**src/rtl/bmp_pkg.sv**
```systemverilog
// Shared definitions for the BMP master-side receiver.
//   VLD_*      : encodings of the arbiter's 2-bit mstr0_data_valid field
//   rx_state_t : receiver frame-tracking states
//   is_word()  : true for codes that carry a word (data or last)
package bmp_pkg;

    localparam logic [1:0] VLD_IDLE = 2'b00;
    localparam logic [1:0] VLD_WORD = 2'b01;
    localparam logic [1:0] VLD_RSVD = 2'b10;
    localparam logic [1:0] VLD_LAST = 2'b11;

    typedef enum logic [2:0] {
        IDLE,
        RECV,
        WAIT_CMPLT,
        DRAIN,
        DONE
    } rx_state_t;

    function automatic logic is_word(input logic [1:0] code);
        return (code == VLD_WORD) || (code == VLD_LAST);
    endfunction

endpackage

```
**src/rtl/bmp_rx_fifo.sv**
```systemverilog
// First-word-fall-through FIFO used as the receiver's word buffer.
//   clk, rst : clock, asynchronous active-high reset (flushes the FIFO)
//   push/din : write din when push=1 and not full
//   pop      : discard the head entry when pop=1 and not empty
//   dout     : head entry, visible with no read latency; zero when empty
//   count    : number of stored entries
//   full/empty: occupancy flags
module bmp_rx_fifo #(
    parameter int WIDTH = 33,
    parameter int DEPTH = 8
) (
    input  logic                     clk,
    input  logic                     rst,
    input  logic                     push,
    input  logic [WIDTH-1:0]         din,
    input  logic                     pop,
    output logic [WIDTH-1:0]         dout,
    output logic [$clog2(DEPTH):0]   count,
    output logic                     full,
    output logic                     empty
);

    localparam int AW = $clog2(DEPTH);
    localparam int CW = AW + 1;

    logic [WIDTH-1:0] mem [DEPTH];
    logic [AW-1:0]    wr_ptr;
    logic [AW-1:0]    rd_ptr;
    logic             do_push;
    logic             do_pop;

    assign full    = (count == CW'(DEPTH));
    assign empty   = (count == '0);
    assign do_push = push && !full;
    assign do_pop  = pop && !empty;

    // Storage is not reset; an empty FIFO masks the head to zero instead.
    assign dout = empty ? '0 : mem[rd_ptr];

    always_ff @(posedge clk) begin
        if (do_push) begin
            mem[wr_ptr] <= din;
        end
    end

    // DEPTH is a power of two, so the pointers wrap by natural overflow.
    always_ff @(posedge clk or posedge rst) begin
        if (rst) begin
            wr_ptr <= '0;
            rd_ptr <= '0;
            count  <= '0;
        end else begin
            if (do_push) begin
                wr_ptr <= wr_ptr + AW'(1);
            end
            if (do_pop) begin
                rd_ptr <= rd_ptr + AW'(1);
            end
            case ({do_push, do_pop})
                2'b10:   count <= count + CW'(1);
                2'b01:   count <= count - CW'(1);
                default: count <= count;
            endcase
        end
    end

endmodule

```
**src/rtl/bmp_master_receiver.sv**
```systemverilog
// Master-side endpoint of the BMP arbiter's master-0 port.
// Accepts the arbiter's word stream under mstr0_ready backpressure, buffers
// words tagged with a last flag, forwards them on a valid/ready stream and
// reports per-frame word count, additive checksum and protocol errors.
//   clk, rst          : clock, asynchronous active-high reset
//   data_to_master    : incoming word
//   mstr0_data_valid  : 00 idle, 01 word, 11 last word, 10 reserved
//   mstr0_cmplt       : transfer-complete pulse from the arbiter
//   mstr0_ready       : registered accept indication toward the arbiter
//   out_data/out_last/out_valid/out_ready : downstream FWFT stream
//   frame_done        : one-cycle pulse once the frame has fully drained
//   frame_words/frame_sum : frame statistics, held until the next frame
//   err_proto         : sticky protocol error, cleared on next frame start
module bmp_master_receiver
    import bmp_pkg::*;
#(
    parameter int DATA_BUS_SIZE = 32,
    parameter int FIFO_DEPTH    = 8,
    parameter int CNT_W         = 16
) (
    input  logic                     clk,
    input  logic                     rst,
    input  logic [DATA_BUS_SIZE-1:0] data_to_master,
    input  logic [1:0]               mstr0_data_valid,
    input  logic                     mstr0_cmplt,
    output logic                     mstr0_ready,
    output logic [DATA_BUS_SIZE-1:0] out_data,
    output logic                     out_last,
    output logic                     out_valid,
    input  logic                     out_ready,
    output logic                     frame_done,
    output logic [CNT_W-1:0]         frame_words,
    output logic [DATA_BUS_SIZE-1:0] frame_sum,
    output logic                     err_proto
);

    localparam int CW = $clog2(FIFO_DEPTH) + 1;
    localparam logic [CW-1:0] READY_MAX = CW'(FIFO_DEPTH - 2);

    rx_state_t state;
    rx_state_t state_next;

    logic                   accepting;
    logic                   push;
    logic                   pop;
    logic                   is_last;
    logic                   first_word;
    logic [CW-1:0]          fifo_count;
    logic [CW-1:0]          count_next;
    logic                   fifo_full;
    logic                   fifo_empty;
    logic [DATA_BUS_SIZE:0] head;

    bmp_rx_fifo #(
        .WIDTH (DATA_BUS_SIZE + 1),
        .DEPTH (FIFO_DEPTH)
    ) u_fifo (
        .clk   (clk),
        .rst   (rst),
        .push  (push),
        .din   ({is_last, data_to_master}),
        .pop   (pop),
        .dout  (head),
        .count (fifo_count),
        .full  (fifo_full),
        .empty (fifo_empty)
    );

    assign is_last   = (mstr0_data_valid == VLD_LAST);
    assign push      = mstr0_ready && accepting && is_word(mstr0_data_valid) && !fifo_full;
    assign out_valid = !fifo_empty;
    assign out_data  = head[DATA_BUS_SIZE-1:0];
    assign out_last  = head[DATA_BUS_SIZE];
    assign pop       = out_valid && out_ready;

    assign count_next = fifo_count + CW'(push) - CW'(pop);

    // State register
    always_ff @(posedge clk or posedge rst) begin
        if (rst) begin
            state <= IDLE;
        end else begin
            state <= state_next;
        end
    end

    // Next-state logic
    always_comb begin
        state_next = state;
        case (state)
            IDLE: begin
                if (push) begin
                    if (mstr0_cmplt) begin
                        state_next = DRAIN;
                    end else if (is_last) begin
                        state_next = WAIT_CMPLT;
                    end else begin
                        state_next = RECV;
                    end
                end else if (mstr0_cmplt) begin
                    state_next = DONE;
                end
            end
            RECV: begin
                if (mstr0_cmplt) begin
                    state_next = DRAIN;
                end else if (push && is_last) begin
                    state_next = WAIT_CMPLT;
                end
            end
            WAIT_CMPLT: begin
                if (mstr0_cmplt) begin
                    state_next = DRAIN;
                end
            end
            DRAIN: begin
                if (fifo_empty) begin
                    state_next = DONE;
                end
            end
            DONE: begin
                state_next = IDLE;
            end
            default: begin
                state_next = IDLE;
            end
        endcase
    end

    // State-decoded outputs
    always_comb begin
        frame_done = 1'b0;
        accepting  = 1'b0;
        first_word = 1'b0;
        case (state)
            IDLE: begin
                accepting  = 1'b1;
                first_word = push;
            end
            RECV: begin
                accepting = 1'b1;
            end
            DONE: begin
                frame_done = 1'b1;
            end
            default: begin
                accepting = 1'b0;
            end
        endcase
    end

    // Ready looks one cycle ahead: count_next already includes this cycle's
    // push and pop, so a word accepted on the next edge always fits.
    always_ff @(posedge clk or posedge rst) begin
        if (rst) begin
            mstr0_ready <= 1'b0;
        end else begin
            mstr0_ready <= (count_next <= READY_MAX) &&
                           ((state_next == IDLE) || (state_next == RECV));
        end
    end

    always_ff @(posedge clk or posedge rst) begin
        if (rst) begin
            frame_words <= '0;
            frame_sum   <= '0;
        end else if (first_word) begin
            frame_words <= CNT_W'(1);
            frame_sum   <= data_to_master;
        end else if (push) begin
            if (frame_words != '1) begin
                frame_words <= frame_words + CNT_W'(1);
            end
            frame_sum <= frame_sum + data_to_master;
        end else if ((state == IDLE) && mstr0_cmplt) begin
            // Empty frame: report zero statistics.
            frame_words <= '0;
            frame_sum   <= '0;
        end
    end

    always_ff @(posedge clk or posedge rst) begin
        if (rst) begin
            err_proto <= 1'b0;
        end else if (first_word) begin
            err_proto <= 1'b0;
        end else if (((state == IDLE) || (state == RECV)) &&
                     (mstr0_data_valid == VLD_RSVD)) begin
            err_proto <= 1'b1;
        end else if ((state == WAIT_CMPLT) && (mstr0_data_valid != VLD_IDLE)) begin
            err_proto <= 1'b1;
        end
    end

endmodule

```
**config.mk**
```make
export PLATFORM = sky130hd
export DESIGN_NAME = bmp_master_receiver
export DESIGN_NICKNAME = d
export VERILOG_FILES = /design/src/rtl/bmp_pkg.sv /design/src/rtl/bmp_rx_fifo.sv /design/src/rtl/bmp_master_receiver.sv
export SDC_FILE = /design/constraint.sdc
export NUM_CORES = 1
export LEC_CHECK = 0
export CORE_ASPECT_RATIO = 0.6
export CORE_MARGIN = 10
export CORE_UTILIZATION = 40
export CTS_CLUSTER_SIZE = 28
export DETAILED_ROUTE_END_ITERATION = 7
export DONT_BUFFER_PORTS = 1
export PLACE_DENSITY = 0.6
export SLEW_MARGIN = 15
export SYNTH_ARGS = -nofsm -noshare
export SYNTH_HDL_FRONTEND = slang
export SYNTH_SLANG_ARGS = --single-unit
```
**constraint.sdc**
```tcl
create_clock -name clk -period 16.1 [get_ports clk]
set_input_delay 1.61 -clock clk [delete_from_list [all_inputs] [get_ports clk]]
set_output_delay 1.61 -clock clk [all_outputs]
set_load 0.01 [all_outputs]
```
==> results of run 1 <==
[flip-flops by register name (all words and copies together) (netlist names)]
| name | count |
|---|---|
| frame_words | 16 |
| frame_sum | 32 |
| u_fifo.count | 4 |
| u_fifo.rd_ptr | 3 |
| state | 3 |
| err_proto | 1 |
| u_fifo.mem | 264 |
| u_fifo.wr_ptr | 3 |
| mstr0_ready | 1 |
[power groups by stage]
stage | clock (mW) | combinational, mW | sequential [mW]
after floorplan | 0 | 0.733 | 1.05
after global placement | 0 | 0.875 | 1.12
after detailed placement | 0 | 0.883 | 1.12
after CTS | 0.761 | 0.886 | 1.10
after global routing | 0.799 | 0.968 | 1.11
final | 0.740 | 0.868 | 1.10
[layout by cell type, fill, tap and decap left out, drive strengths merged, types with 18 or more instances in the layout]
master,netlist,routed
edfxtp,264,264
o21ai,72,72
nand2,71,71
nor2,70,70
mux4,66,66
dfrtp,63,63
mux2i,53,53
ha,43,43
clkbuf,25,37
a21oi,36,36
inv,21,24
xnor2,21,21
xor2,18,18
[logic make-up (layout without fill, tap and decap cells)]
kind of cell | Yosys count | count (layout)
other | 0 | 1
xor gates and xnor gates | 39 | 39
AOI/OAI and AO/OA | 167 | 167
buffers and inverters | 68 | 95
adders and majority gates | 46 | 46
DFF | 327 | 327
muxes | 120 | 120
and+or+nand+nor | 210 | 210
[critical path, cell delays in order, from the launching register on]
cell and delay (ps):
sky130_fd_sc_hd__dfrtp_4 730, sky130_fd_sc_hd__buf_4 860, sky130_fd_sc_hd__mux4_2 590, sky130_fd_sc_hd__mux2i_1 260, sky130_fd_sc_hd__nor2_1 140
[cells in the mapped netlist, drive strengths merged, types with 5 or more instances]
cell	n
a21o	11
nand3	12
inv	21
mux4	66
nor3b	5
xnor2	21
buf	21
o21ai	72
o21a	7
nor2	70
and2	5
ha	43
a31oi	5
clkbuf	25
xor2	18
and3	8
mux2i	53
a21oi	36
nand2b	5
edfxtp	264
nand4	7
nor3	12
dfrtp	63
o21bai	5
nand2	71
[layout make-up]
cell class,instances,area [sq um]
Inverter,21,78.83
Antenna cell,1,2.502
Clock inverter,21,209.0
Sequential cell,327,9512
Timing Repair Buffer,16,140.1
Clock buffer,37,828.3
Multi-Input combinational cell,582,5032
Tap cell,476,595.6
Fill cell,3155,20020
[through the flow]
stage	hold slack (ps)	cell area, sq um
3_5_place_dp	519.3	15350
3_3_place_gp	511.9	15320
5_1_grt	557.9	16400
2_1_floorplan	480.7	14770
6_report	525.6	16400
4_1_cts	534.3	16390
[routing by layer]
| metal | vias to the layer above | track usage (%) | share of wire, % |
|---|---|---|---|
| li1 | 3774 | - | - |
| met1 | 4213 | 22.82 | 48 |
| met2 | 171 | 23.67 | 45 |
| met3 | 41 | 3.271 | 4.9 |
| met4 | 0 | 3.182 | 1.9 |
| met5 | - | 0 | 0 |
[path summary, 6_finish.rpt]
path / endpoint / depth (start not counted)
worst max register to register: u_fifo.mem[3][25]$_DFFE_PP_ / 8
worst min register to register: u_fifo.count[2]$_DFFE_PP0P_ / 2
min in group asynchronous: u_fifo.rd_ptr[1]$_DFFE_PP0P_ / 2
worst min-delay path: u_fifo.count[2]$_DFFE_PP0P_ / 2
worst max-delay path: out_data[2] / 4
max in group asynchronous: u_fifo.rd_ptr[0]$_DFFE_PP0P_ / 2
==> impl_table.tex, run 1 <==
\begin{tabular}{lr}
\hline
Metric & Value \\
\hline
\multicolumn{2}{l}{\textbf{Floorplanning}} \\
Num ports & 123 \\
Core area & 36420 sq um \\
Area enclosed by the die boundary & $\sim$45000 sq um \\
Initial core utilization & 40.56\% \\
Height of the chip & 168.9 microns \\
Chip Width & $\sim$270 microns \\
Number of rows created at floorplan & 54 \\
\multicolumn{2}{l}{\textbf{Timing}} \\
Final Max Tran Viols & 0 \\
Tcrit/Tclk final & 29.80\% \\
Sum Neg Setup Slack & 0 ps \\
Clock period minus final worst setup slack & 4797 ps \\
Layout Skew & roughly 14 ps \\
Unrepaired setup endpoints after global routing & false \\
Fin worst setup slack & around 11000 ps \\
Slew at the pin closest to its max-slew limit & 1061 ps \\
Final-report hold violation count & 0 \\
\# setup viols final & 0 \\
Relative max-transition margin & 28.92\% \\
Top achievable clock speed & around 0.21 GHz \\
\multicolumn{2}{l}{\textbf{Critical path}} \\
CP Max Fanout & 48 \\
CP required & 14490 ps \\
Launch point of the worst path & u\_fifo.rd\_ptr[0]\$\_DFFE\_PP0P\_ \\
Category of the critical setup timing path & reg -> out \\
Startpoint Class & register \\
Reg2reg start & u\_fifo.count[2]\$\_DFFE\_PP0P\_ \\
CP arrival & 3190 ps \\
Worst reg-to-reg setup slack & 12440 ps \\
Crit. End Element & output port \\
\multicolumn{2}{l}{\textbf{Yosys}} \\
Fraction of the mapped netlist area in simple logic gates & 6.649\% \\
Cell type with the highest aggregate area in the netlist & sky130\_fd\_sc\_hd\_\_edfxtp\_1 \\
Post-Synthesis Mean Instance Area & between 15 and 20 sq um \\
Parity-gate share of the synthesized area counting xor and xnor cells & under 10\% \\
Count of unique library cells instantiated by Yosys & 67 \\
Yosys warning count & 0 \\
Largest cells by area after synthesis & sky130\_fd\_sc\_hd\_\_edfxtp\_1 (54\%), sky130\_fd\_sc\_hd\_\_dfrtp\_1 (11\%), sky130\_fd\_sc\_hd\_\_mux4\_2 (10\%), sky130\_fd\_sc\_hd\_\_ha\_1 (3.6\%), sky130\_fd\_sc\_hd\_\_mux2i\_1 (3.6\%) \\
Proportion of synthesized flip-flops having asynchronous set or reset & 19.27\% \\
Adder and majority cell fraction of the synthesized area & 4.049\% \\
Area share of the leading cell type in the synthesized netlist & 53.67\% \\
Register bit count reported by yosys & 327 \\
Sequential fraction of the synthesis area & 64.34\% \\
Instance count of the mapped netlist & between 900 and 1000 \\
Synthesized Nets & roughly 1100 \\
Post-synthesis instance area & 14770 sq um \\
Share of the synthesized area in compound gates (AO/OA/AOI/OAI) & 6.912\% \\
Dominant combinational cell family by area after synthesis & multiplexers \\
Top FF cell, synth & sky130\_fd\_sc\_hd\_\_edfxtp\_1 \\
Count of flip-flops with a built-in enable after synthesis & 264 \\
Multiplexer share of the synthesized area & 13.73\% \\
\multicolumn{2}{l}{\textbf{Worst hold path}} \\
Worst hold start & u\_fifo.count[2]\$\_DFFE\_PP0P\_ \\
Path class of the lowest-slack min-delay path & reg -> reg \\
\multicolumn{2}{l}{\textbf{Route}} \\
Number of optimization iterations in the first detailed-route pass & 5 \\
Remaining design rule violation count & 0 \\
Initial detailed-routing violation count & 629 \\
Post-detailed-routing wire length & 35220 microns \\
Via count of the routed design & 8199 \\
Number of nets with antenna violations after routing & 0 \\
WL per Instance & 23.78 microns \\
Vias per std cell & 5.536 \\
\multicolumn{2}{l}{\textbf{Cells and area}} \\
Layout Cells excl Fill & about 1500 \\
Area Growth Syn to Fin & 11.01\% \\
Final \#Nets & 1063 \\
Utilization after layout & 45.03\% \\
Share of post-route cells with drive strength above 1 & 16.33\% \\
\multicolumn{2}{l}{\textbf{Clocking}} \\
Num CTS Buffers & 31 \\
Number of hold buffers added after cts & 0 \\
Number of buffers inserted by post-CTS setup repair & 0 \\
Clk root buf & sky130\_fd\_sc\_hd\_\_clkbuf\_16 \\
Clk\_lat worst skew & roughly 590 ps \\
Maximum number of buffers from clock root to sink & 3 \\
H-tree depth & 1 \\
Clock Pin Slew Worst Setup and Hold Paths & 70 ps \\
Number of sinks on the clock net & 327 \\
TritonCTS clock tree & built \\
Count of instances resized after the clock tree is built & 0 \\
\multicolumn{2}{l}{\textbf{GRT}} \\
Global route overflow & 0 \\
Initial antenna violation count & 0 \\
Largest net degree at the start of global routing & 64 \\
First-pass GRT wire length & 53830 microns \\
Vias in the first global route & 8300 \\
Aggregate global-route resource usage & around 16\% \\
\multicolumn{2}{l}{\textbf{Place}} \\
Worst-case setup slack after placement & 11380 ps \\
Routability Congestion & 0.8405 \\
Dpl cells & around 1400 \\
Count of input and output buffers & 0 \\
Post-detailed-placement half-perimeter wirelength & 22820 microns \\
\multicolumn{2}{l}{\textbf{Pwr}} \\
Overall power of the completed layout & between 2 and 3 mW \\
Share of total power in combinational logic & 32.1\% \\
Switching share of power & 34.21\% \\
Internal & 1.780 mW \\
P\_sw & 925.8 uW \\
Maximum VDD drop & 111.8 uV \\
Sequential Power Share & approximately two fifths \\
LEAKAGE & roughly 6 nW \\
Clock Power Share & between 20\% and 30\% \\
Power Dens Cells & around 170 nW/um\^{}2 \\
\multicolumn{2}{l}{\textbf{Run}} \\
Max-cap check violation count & 0 \\
\multicolumn{2}{l}{\textbf{Outcome}} \\
Run status & complete, no violations \\
\hline
\end{tabular}
Note: power is estimated with default switching activity, not from simulation.
==> inputs of run 2 (changes only) <==
==> constraint.sdc (replaced) <==
create_clock -name clk -period 4.6 [get_ports clk]
set_input_delay 0.46 -clock clk [delete_from_list [all_inputs] [get_ports clk]]
set_output_delay 0.46 -clock clk [all_outputs]
set_load 0.01 [all_outputs]
==> run 2 against run 1 <==
Global-route usage rose by 0.73 points. Core utilization rose by 1.1 points. Register-to-register slack got worse by 11000 ps. Flip-flop and latch count stayed put. Critical endpoint is now out_data[22]. Clock power rose to 3.4 times the previous value. Clock skew barely moved. Sequential power grew to 3.6 times the previous value.
==> impl_table.tex, run 2 (synthesized netlist as in run 1, its figures left out) <==
\begin{tabular}{lr}
\hline
Metric & Value \\
\hline
\multicolumn{2}{l}{\textbf{Timing}} \\
Final Max Tran Viols & 0 \\
Unrepaired setup endpoints after global routing & false \\
Clock period minus final worst setup slack & 3416 ps \\
Tcrit/Tclk final & 74.26\% \\
Fin worst setup slack & 1184 ps \\
Final-report hold violation count & 0 \\
Layout Skew & 14.50 ps \\
Relative max-transition margin & 28.01\% \\
Top achievable clock speed & around 0.29 GHz \\
Worst Hold Margin & 37.05 ps \\
\# setup viols final & 0 \\
Slew at the pin closest to its max-slew limit & 1080 ps \\
\multicolumn{2}{l}{\textbf{Cells and area}} \\
Share of post-route cells with drive strength above 1 & around 16\% \\
Fillcell total & 3154 \\
Area Growth Syn to Fin & 13.64\% \\
Layout Cells excl Fill & 1523 \\
Final \#Nets & approximately 1100 \\
Register ranked first by flip-flop count & u\_fifo.mem \\
Leading cell types in the layout, fill and taps excluded & sky130\_fd\_sc\_hd\_\_edfxtp\_1 (264), sky130\_fd\_sc\_hd\_\_nor2\_1 (69), sky130\_fd\_sc\_hd\_\_nand2\_1 (69) \\
Largest regs & u\_fifo.mem (264), frame\_sum (32), frame\_words (16) \\
Number of flip-flops under the largest register name & roughly 260 \\
Most common cell after layout, fill and taps aside & sky130\_fd\_sc\_hd\_\_edfxtp\_1 \\
\multicolumn{2}{l}{\textbf{Place}} \\
Routability Congestion & 0.8350 \\
Worst-case setup slack after placement & 1578 ps \\
Dpl cells & around 1400 \\
Post-detailed-placement half-perimeter wirelength & 23970 microns \\
Count of input and output buffers & 0 \\
\multicolumn{2}{l}{\textbf{Floorplanning}} \\
Initial core utilization & 40.56\% \\
Number of rows created at floorplan & 54 \\
Area enclosed by the die boundary & 45270 sq um \\
Height of the chip & 168.9 microns \\
Core area & 36420 sq um \\
Num ports & 123 \\
Chip Width & 268.1 microns \\
\multicolumn{2}{l}{\textbf{Critical path}} \\
CP required & 4140 ps \\
Category of the critical setup timing path & reg -> out \\
Worst reg-to-reg setup slack & 1560 ps \\
Worst flop-to-flop path endpoint & frame\_sum[30]\$\_DFFE\_PP0P\_ \\
CP Max Fanout & 51 \\
Startpoint Class & register \\
Crit. End Element & output port \\
CP arrival & roughly 3000 ps \\
Worst reg-to-reg path cell count & 12 \\
Reg2reg start & frame\_sum[0]\$\_DFFE\_PP0P\_ \\
\multicolumn{2}{l}{\textbf{Clocking}} \\
Num CTS Buffers & 31 \\
Number of hold buffers added after cts & 34 \\
Clock Pin Slew Worst Setup and Hold Paths & roughly 60 ps \\
Clk root buf & sky130\_fd\_sc\_hd\_\_clkbuf\_16 \\
H-tree depth & 1 \\
Maximum number of buffers from clock root to sink & 3 \\
Clk\_lat worst skew & between 500 and 600 ps \\
Number of sinks on the clock net & 327 \\
TritonCTS clock tree & built \\
Count of instances resized after the clock tree is built & 0 \\
Number of buffers inserted by post-CTS setup repair & 0 \\
\multicolumn{2}{l}{\textbf{GRT}} \\
Initial antenna violation count & 7 \\
Aggregate global-route resource usage & 16.35\% \\
Vias in the first global route & 8374 \\
Largest net degree at the start of global routing & 52 \\
First-pass GRT wire length & 55940 microns \\
Global route overflow & 0 \\
\multicolumn{2}{l}{\textbf{Worst hold path}} \\
Destination of the worst hold path & frame\_sum[29]\$\_DFFE\_PP0P\_ \\
WHS Path Cells & 2 \\
Worst hold start & data\_to\_master[29] \\
Path class of the lowest-slack min-delay path & in -> reg \\
\multicolumn{2}{l}{\textbf{Route}} \\
Initial detailed-routing violation count & 747 \\
Remaining design rule violation count & 0 \\
Vias per std cell & 5.590 \\
WL per Instance & between 20 and 25 microns \\
Post-detailed-routing wire length & 37360 microns \\
Via count of the routed design & 8513 \\
Number of nets with antenna violations after routing & 0 \\
Number of optimization iterations in the first detailed-route pass & 5 \\
\multicolumn{2}{l}{\textbf{Pwr}} \\
LEAKAGE & around 6.0 nW \\
Power Dens Cells & 568.0 nW/um\^{}2 \\
Overall power of the completed layout & 9.535 mW \\
Maximum VDD drop & about 440 uV \\
\multicolumn{2}{l}{\textbf{Outcome}} \\
Run status & complete, no violations \\
\multicolumn{2}{l}{\textbf{Run}} \\
Max-cap check violation count & 0 \\
\hline
\end{tabular}
-- run 2: cell count changes in the layout (fill, tap and decap cells not counted), sizes merged --
cell | previous run | this run
diode | 1 | 4
buf | 16 | 22
clkinvlp | 3 | 5
bufinv | 3 | 2
clkbuf | 37 | 41
clkinv | 12 | 6
dlygate4sd3 | 0 | 34
-- run 2: worst max-delay path by stage --
stage / from / end / slack [ps]
global route: u_fifo.rd_ptr[0]$_DFFE_PP0P_ / out_last / 960
finish: u_fifo.rd_ptr[0]$_DFFE_PP0P_ / out_data[22] / 1180
floorplan: u_fifo.count[2]$_DFFE_PP0P_ / u_fifo.mem[3][0]$_DFFE_PP_ / -60
CTS: u_fifo.rd_ptr[0]$_DFFE_PP0P_ / out_last / 1070
detailed placement: frame_sum[0]$_DFFE_PP0P_ / frame_sum[30]$_DFFE_PP0P_ / 1580
global placement: frame_sum[0]$_DFFE_PP0P_ / frame_sum[30]$_DFFE_PP0P_ / 1670
-- run 2: critical path, stage by stage (launching register included) --
cell,delay (ps)
sky130_fd_sc_hd__dfrtp_4,1130
sky130_fd_sc_hd__buf_4,380
sky130_fd_sc_hd__mux4_2,580
sky130_fd_sc_hd__mux2i_1,150
sky130_fd_sc_hd__nor2_1,100
-- run 2: cell type report --
| class | instances | area [sq um] | area share (%) |
|---|---|---|---|
| antenna | 4 | 10.01 | 0.05963 |
| clock buffer | 41 | 843.3 | 5.024 |
| clock inverter | 16 | 163.9 | 0.9764 |
| inverter | 21 | 78.83 | 0.4696 |
| multi-input combinational | 582 | 5052 | 30.10 |
| sequential | 327 | 9512 | 56.66 |
| tap | 476 | 595.6 | 3.548 |
| timing repair buffer | 56 | 530.5 | 3.160 |
-- run 2: metal layers --
layer | routed length [microns] | up-vias | GRT usage, % | part of all wire [%]
met5 | 18 | - | 0 | 0.048
met2 | 16120 | 273 | 23.61 | 43
li1 | - | 3850 | - | -
met3 | 3130 | 43 | 4.776 | 8.4
met1 | 17520 | 4345 | 24.16 | 47
met4 | 565 | 2 | 2.839 | 1.5
-- run 2: report_power, final --
group          switching [mW]  internal (mW)
clock network            1.14           1.41
registers               0.578           3.43
logic                    1.61           1.37
-- run 2: stage by stage --
step                      setup TNS (ps)  util [%]  area, sq um
after floorplan                    -3334         -        14790
after global placement                 0     42.37        15430
after detailed placement               0     42.37        15430
after CTS                              0     46.07        16780
after global routing                   0     46.07        16780
final                                  0     46.09        16790
